`src/rtl/relu_maxpool_stage.sv`:
```
// relu_maxpool_stage: ReLU followed by 2x2 / stride-2 signed max pooling over a raster sample stream.
// Define RELU_STAGE_RELU_EN to clamp negative samples to zero before pooling.
module relu_maxpool_stage #(
  parameter int IMG_W = 24,
  parameter int IMG_H = 24
) (
  input  logic       clk,
  input  logic       reset,
  input  logic       enable,
  input  logic [7:0] input1,
  output logic [7:0] output1,
  output logic       outValid,
  output logic       frameDone
);

  localparam int HALF_W = IMG_W / 2;
  localparam int CW     = (IMG_W > 1) ? $clog2(IMG_W) : 1;
  localparam int RW     = (IMG_H > 1) ? $clog2(IMG_H) : 1;
  localparam int BW     = (HALF_W > 1) ? $clog2(HALF_W) : 1;
  localparam logic [CW-1:0] COL_LAST = CW'(IMG_W - 1);
  localparam logic [RW-1:0] ROW_LAST = RW'(IMG_H - 1);

  function automatic logic [7:0] smax8(input logic [7:0] a, input logic [7:0] b);
    if ($signed(a) > $signed(b)) begin
      return a;
    end else begin
      return b;
    end
  endfunction

  function automatic logic [7:0] preprocess(input logic [7:0] v);
`ifdef RELU_STAGE_RELU_EN
    return v[7] ? 8'd0 : v;
`else
    return v;
`endif
  endfunction

  logic [CW-1:0] col_r;
  logic [RW-1:0] row_r;
  logic [7:0]    pair_r;
  logic [7:0]    row_buf_r [HALF_W];
  logic [7:0]    out_r;
  logic          out_valid_r;
  logic          frame_done_r;

  logic [7:0]    x_s;
  logic [7:0]    pair_max_s;
  logic [7:0]    pool_s;
  logic [BW-1:0] buf_idx_s;
  logic [CW-1:0] col_next_s;
  logic [RW-1:0] row_next_s;
  logic          col_last_s;
  logic          row_last_s;
  logic          buf_we_s;
  logic          emit_s;
  logic          frame_end_s;

  // Datapath maxima, raster position advance and write/emit decode
  always_comb begin
    x_s         = preprocess(input1);
    pair_max_s  = smax8(pair_r, x_s);
    buf_idx_s   = BW'(col_r >> 1);
    pool_s      = smax8(row_buf_r[buf_idx_s], pair_max_s);
    col_last_s  = (col_r == COL_LAST);
    row_last_s  = (row_r == ROW_LAST);
    col_next_s  = col_r;
    row_next_s  = row_r;
    if (col_last_s) begin
      col_next_s = {CW{1'b0}};
      if (row_last_s) begin
        row_next_s = {RW{1'b0}};
      end else begin
        row_next_s = row_r + RW'(1);
      end
    end else begin
      col_next_s = col_r + CW'(1);
      row_next_s = row_r;
    end
    // odd columns close a horizontal pair; row parity picks store vs. pool
    buf_we_s    = enable & col_r[0] & ~row_r[0];
    emit_s      = enable & col_r[0] & row_r[0];
    frame_end_s = emit_s & col_last_s & row_last_s;
  end

  // Raster counters and horizontal pair register
  always_ff @(posedge clk) begin
    if (reset) begin
      col_r  <= {CW{1'b0}};
      row_r  <= {RW{1'b0}};
      pair_r <= 8'd0;
    end else if (enable) begin
      col_r <= col_next_s;
      row_r <= row_next_s;
      if (!col_r[0]) begin
        pair_r <= x_s;
      end else begin
        pair_r <= pair_r;
      end
    end else begin
      col_r  <= col_r;
      row_r  <= row_r;
      pair_r <= pair_r;
    end
  end

  // Row buffer of pair maxima; never reset because every entry is written on an even row before use
  always_ff @(posedge clk) begin
    if (!reset && buf_we_s) begin
      row_buf_r[buf_idx_s] <= pair_max_s;
    end
  end

  // Registered pooled output and strobes
  always_ff @(posedge clk) begin
    if (reset) begin
      out_r        <= 8'd0;
      out_valid_r  <= 1'b0;
      frame_done_r <= 1'b0;
    end else begin
      out_valid_r  <= emit_s;
      frame_done_r <= frame_end_s;
      if (emit_s) begin
        out_r <= pool_s;
      end else begin
        out_r <= out_r;
      end
    end
  end

  assign output1   = out_r;
  assign outValid  = out_valid_r;
  assign frameDone = frame_done_r;

endmodule

```
`config.mk`:
```
export PLATFORM = sky130hd
export DESIGN_NAME = relu_maxpool_stage
export DESIGN_NICKNAME = d
export VERILOG_FILES = /design/src/rtl/relu_maxpool_stage.sv
export SDC_FILE = /design/constraint.sdc
export NUM_CORES = 1
export LEC_CHECK = 0
export ABC_AREA = 1
export CORE_ASPECT_RATIO = 1.75
export CORE_MARGIN = 3
export CORE_UTILIZATION = 61
export DETAILED_ROUTE_END_ITERATION = 16
export GPL_TIMING_DRIVEN = 0
export PLACE_DENSITY = 0.77
export SLEW_MARGIN = 20
export SYNTH_ARGS = -nofsm -noshare
export SYNTH_HDL_FRONTEND = slang
export SYNTH_SLANG_ARGS = --single-unit
```
`constraint.sdc`:
```
create_clock -name clk -period 4.5 [get_ports clk]
set_input_delay 1.35 -clock clk [delete_from_list [all_inputs] [get_ports clk]]
set_output_delay 1.35 -clock clk [all_outputs]
set_load 0.01 [all_outputs]
```
# After elaboration in Yosys (flattened, before gate mapping)

Memory sizes are Yosys's and may differ from the RTL's. A register that Yosys moved wholly into a read port is not among the register bits.
Cells that the tools add are included.

Register bits: 28
Memory bits (writable): 96
Word-level logic and storage cells: 32
Memories kept: 1

Memories:

| memory    | words | width | rd ports | clocked after Yosys merged registers in | write ports | line | source |
|---|---|---|---|---|---|---|---|
| row_buf_r | 12    | 8     | 1        | 1                                       | 1           | 42   | `logic [7:0] row_buf_r [HALF_W];` |

$add $sub $neg: 2
Magnitude comparators: 2
Equality and inequality tests: 2
Multiplexer cells: 8
Bitwise logic cells: 7
Reductions and logical operators: 4

Operator list:

| kind                | count |
|---|---|
| $gt 8x8->1          | 2 |
| $mux 8              | 2 |
| $add 5x1->5 const B | 2 |
| $eq 5x5->1 const B  | 2 |
| $mux 5              | 2 |
| $mux 4              | 2 |
| $and 1x1->1         | 5 |
| $reduce_and 2->1    | 2 |
| $mux 1              | 2 |
| $not 1->1           | 2 |
| $logic_and 1x1->1   | 1 |
| $logic_not 1->1     | 1 |

# Depth between registers and ports, before layout

Depth in word-level cells: 5
Depth in mapped cells: 27
Gate-level depth less buffers: 26

# Worst setup path before layout

Ideal clock, no wire load.

Path type: in2reg
Start point: input input1[7]
End point: register out_r[3], in the netlist output1[3]
Library setup time: 138 ps
Data arrival time: 3919 ps
Path slack: 442 ps
Cell stages on the path: 22
Path buffers: 1
Cells stage by stage: inv_1 > ha_1 > a21o_1 > nor2_1 > nand3_2 > nand3_2 > nand2_1 > nand2_1 > inv_1 > ha_1 > nand2_1 > nor2_1 > o21ai_0 > nand3_1 > nand2_1 > nand2_1 > nand2_1 > buf_4 > nor2_1 > nor2_1 > nand2_1 > a21oi_1

Cells in the longest elaborated chain, start to end: 4

Ends and longest elaborated chain:

| what                 | line | source |
|---|---|---|
| start, declared      | 10   | `input logic [7:0] input1,` |
| $gt 8x8->1           | 24   | `if ($signed(a) > $signed(b)) begin` |
| $mux 8               | 24   |  |
| via pair_max_s[5]    | 48   | `logic [7:0] pair_max_s;` |
| $gt 8x8->1           | 24   |  |
| $mux 8               | 24   |  |
| end signal, assigned | 124  | `out_r <= pool_s;` |
| end signal, assigned | 126  | `out_r <= out_r;` |
| end, declared        | 43   | `logic [7:0] out_r;` |

The timed path passes the listed nets, and every way through them passes these cells.
A chain may end at the register's enable or synchronous reset.

# Worst setup path in the final report

Start point: input input1[5]
End point: register out_r[4], in the netlist output1[4]

Cells in the longest elaborated chain, start to end: 4

Ends and longest elaborated chain:

| what              | line |
|---|---|
| $gt 8x8->1 (*)    | 24 |
| $mux 8 (*)        | 24 |
| via pair_max_s[4] | 48 |
| $gt 8x8->1        | 24 |
| $mux 8 (*)        | 24 |

Mark *: on every way through the listed nets, which the timed path passes. The rest lies on a longest branch.

==> impl_metrics.tcl <==
set metrics [dict create \
    finalWirelength_mm 14.7 \
    initial_core_util 0.628 \
    cts.path.max_buffers 2 \
    totalPowerFinal_mw 3.17 \
    synth-edff-count 96 \
    pre_cts_slack_ns -0.838 \
    setup_viol 1 \
    dp_hpwl_mm 9.73 \
    synthArstFlopShare 0 \
    cp-end-kind "flip-flop" \
    grt_use_total 0.283 \
    synth-seq-cells 128 \
    r2r_setup_slack_ns 1.13 \
    clkLatencyLatePin_ns 0.42 \
    power_density_mw_per_mm2 457 \
    fin_crit_sh 1.01 \
    ios 21 \
    cts_buffers 17 \
    grt_pass1_wl_mm 21.9 \
    synthCells 569 \
    place_inst 708 \
    crit_type "input pin to flip-flop" \
    antenna_cells_inserted 0 \
    violations "negative setup slack" \
    core_sq_mm 0.00909 \
    htreeDepth 4 \
    holdWs_ns 0.470 \
    clock-root-buffer "clkbuf_16" \
    run_status "complete, but fails checks" \
    antenna_found_initial 0 \
    drt_iter0_markers 393 \
    ys_types 39 \
    cts.sinks 128 \
    clkTransAtPathRegs_ns 0.06 \
    crit_arrival_ns 4.80 \
    syn_area_sq_mm 0.00571 \
    wl_met3_um 766 \
    cts_tree "done" \
    grt_pass1_vias 4340 \
    via_per_inst 5.83 \
    highest_layer "met4" \
    grt_overflow 0 \
    worstSetupStartpointType "input pin" \
    final_cell_count_no_fill 755 \
    period_minus_slack_ns 4.53 \
    die-area_sq_mm 0.0106 \
    nets 651 \
    die_x_um 79.1 \
    ys.flop_type "edfxtp_1" \
    vias 4405 \
    wl_per_cell_um 19.4 \
    max-slew-margin-rel 0.375 \
    ys_seq_area_frac 0.617 \
    hold_violations 0 \
    crit_fanout 10 \
    fin_tns_setup_ns -0.0273 \
    drive_above_1_share 0.154 \
    max_freq_ghz 0.221 \
    r2r_cells 20 \
    port_buffers 19 \
    peakVddDrop_v 0.000392 \
    r2r_start "pair_r[7]" \
    endpoint "output1[4]" \
    yosysWarnings 0 \
    fin_ws_ns -0.0273 \
    drc_errors 0 \
    slew_viol_final 0 \
    finClkSkew_ns 0.00532 \
    worst_hold_path_type "flip-flop to flip-flop" \
    row_count 46 \
    crit_path_start "input1[5]" \
    syn_avg_cell_area_sq_um 10.0 \
    wl_met1_mm 5.03 \
    grt_max_degree 17 \
    wl_met2_mm 7.89 \
    leakage_nw 2.63 \
    timing.rr.end "output1[4]" \
    area_growth_pct 21.4 \
    place_congestion 0.902 \
    ant_nets 0 \
    die_h_um 134 \
    crit_required_ns 4.77 \
    synth_nets 598 \
    drv_cap 0 \
    dr.pass1.iters 6 \
    worstMarginPinSlew_ns 0.934 \
]
[flip-flops by register name (all words and copies together), names as in the netlist, named ones only]
signal     flops
col_r          5
frameDone      1
outValid       1
output1        8
pair_r         8
row_buf_r     96
row_r          5
[cell usage in the layout (no fill, tap or decap), drive strengths merged, types with 19 or more instances in the layout]
master / instances
buf: 30
clkdlybuf4s50: 19
nor2: 107
a21oi: 26
o21ai: 52
edfxtp: 96
nand3: 43
nand2: 80
clkbuf: 27
inv: 53
dfxtp: 32
[cell families (layout without fill, tap and decap cells)]
kind of cell,Yosys count,in the layout,synth area share
fa+ha+maj,18,18,0.0394
xor+xnor,2,2,0.00307
simple gates,247,248,0.185
buf+inv,75,140,0.0590
compound gates,99,99,0.0966
flops,128,128,0.617
[layout make-up]
cell class	instances	area [sq um]
clock buffer	20	467
inverter	52	198
clock inverter	12	158
sequential	128	3520
timing repair buffer	33	295
buffer	23	143
fill	616	2160
multi-input combinational	367	2000
tap	120	150
[stage by stage]
stage               area, sq um  utilization
floorplan                  5710            -
detailed placement         6050        0.665
global placement           6050        0.665
CTS                        6790        0.747
global route               6930        0.762
finish                     6930        0.762
[worst max-delay path, cell delays in order]
cell             delay (ns)
clkdlybuf4s50_1        0.51
inv_1                  0.07
ha_1                   0.33
a21oi_2                0.12
nor2_1                 0.05
nor2_2                 0.20
nand2_2                0.12
nand2_4                0.13
nand4_1                0.18
nand2_4                0.13
inv_1                  0.06
ha_1                   0.31
nand2_1                0.12
nor2_2                 0.06
buf_4                  0.13
a31oi_2                0.24
nand2_4                0.11
buf_6                  0.16
nor2_1                 0.16
nor2_1                 0.08
nand2_1                0.11
a21oi_1                0.06
[how the worst min path moves through the flow]
stage	start	end	slack [ns]	cells after the start
final	output1[4]	output1[4]	0.47	2
after global routing	output1[2]	output1[2]	0.49	2
after CTS	output1[1]	output1[1]	0.47	2
after detailed placement	output1[1]	output1[1]	0.46	2
after global placement	output1[1]	output1[1]	0.46	2
after floorplan	row_r[2]	row_r[2]	0.46	2
[cell usage after synthesis, types with 2 or more instances]
cell / count / area share
o211ai_1: 8 / 0.011
a211oi_1: 2 / 0.0026
edfxtp_1: 96 / 0.50
buf_6: 2 / 0.0039
inv_1: 50 / 0.033
ha_1: 18 / 0.039
buf_4: 4 / 0.0053
nand4_1: 9 / 0.0099
o21ai_0: 29 / 0.025
buf_2: 8 / 0.0070
dfxtp_1: 32 / 0.11
a21oi_2: 4 / 0.0061
nand2_1: 78 / 0.051
nand3_2: 2 / 0.0035
nor3_1: 4 / 0.0035
clkbuf_1: 6 / 0.0039
nand3_1: 41 / 0.036
a21oi_1: 22 / 0.019
nor2_1: 105 / 0.069
o22ai_1: 8 / 0.0088
o21ai_1: 23 / 0.020
[layer usage]
metal  vias up  global-route usage
li1       2068                   -
met1      2065               0.296
met2       205               0.486
met3        67              0.0638
met4         0               0.205
met5         -                   0
[timing repair]
action	in CTS	in global routing
setup buffers	8	6
pin swaps	6	12
hold buffers	0	0
setup endpoints to repair	8	8
resized for setup	15	21
cloned	0	1
[where the power goes]
part           total, mW  switching, mW  internal [mW]
clock network       1.43          0.510          0.916
logic              0.418          0.275          0.143
registers           1.33        0.00964           1.32
total               3.17          0.794           2.38
No activity file was read; power rests on OpenSTA's default activity.
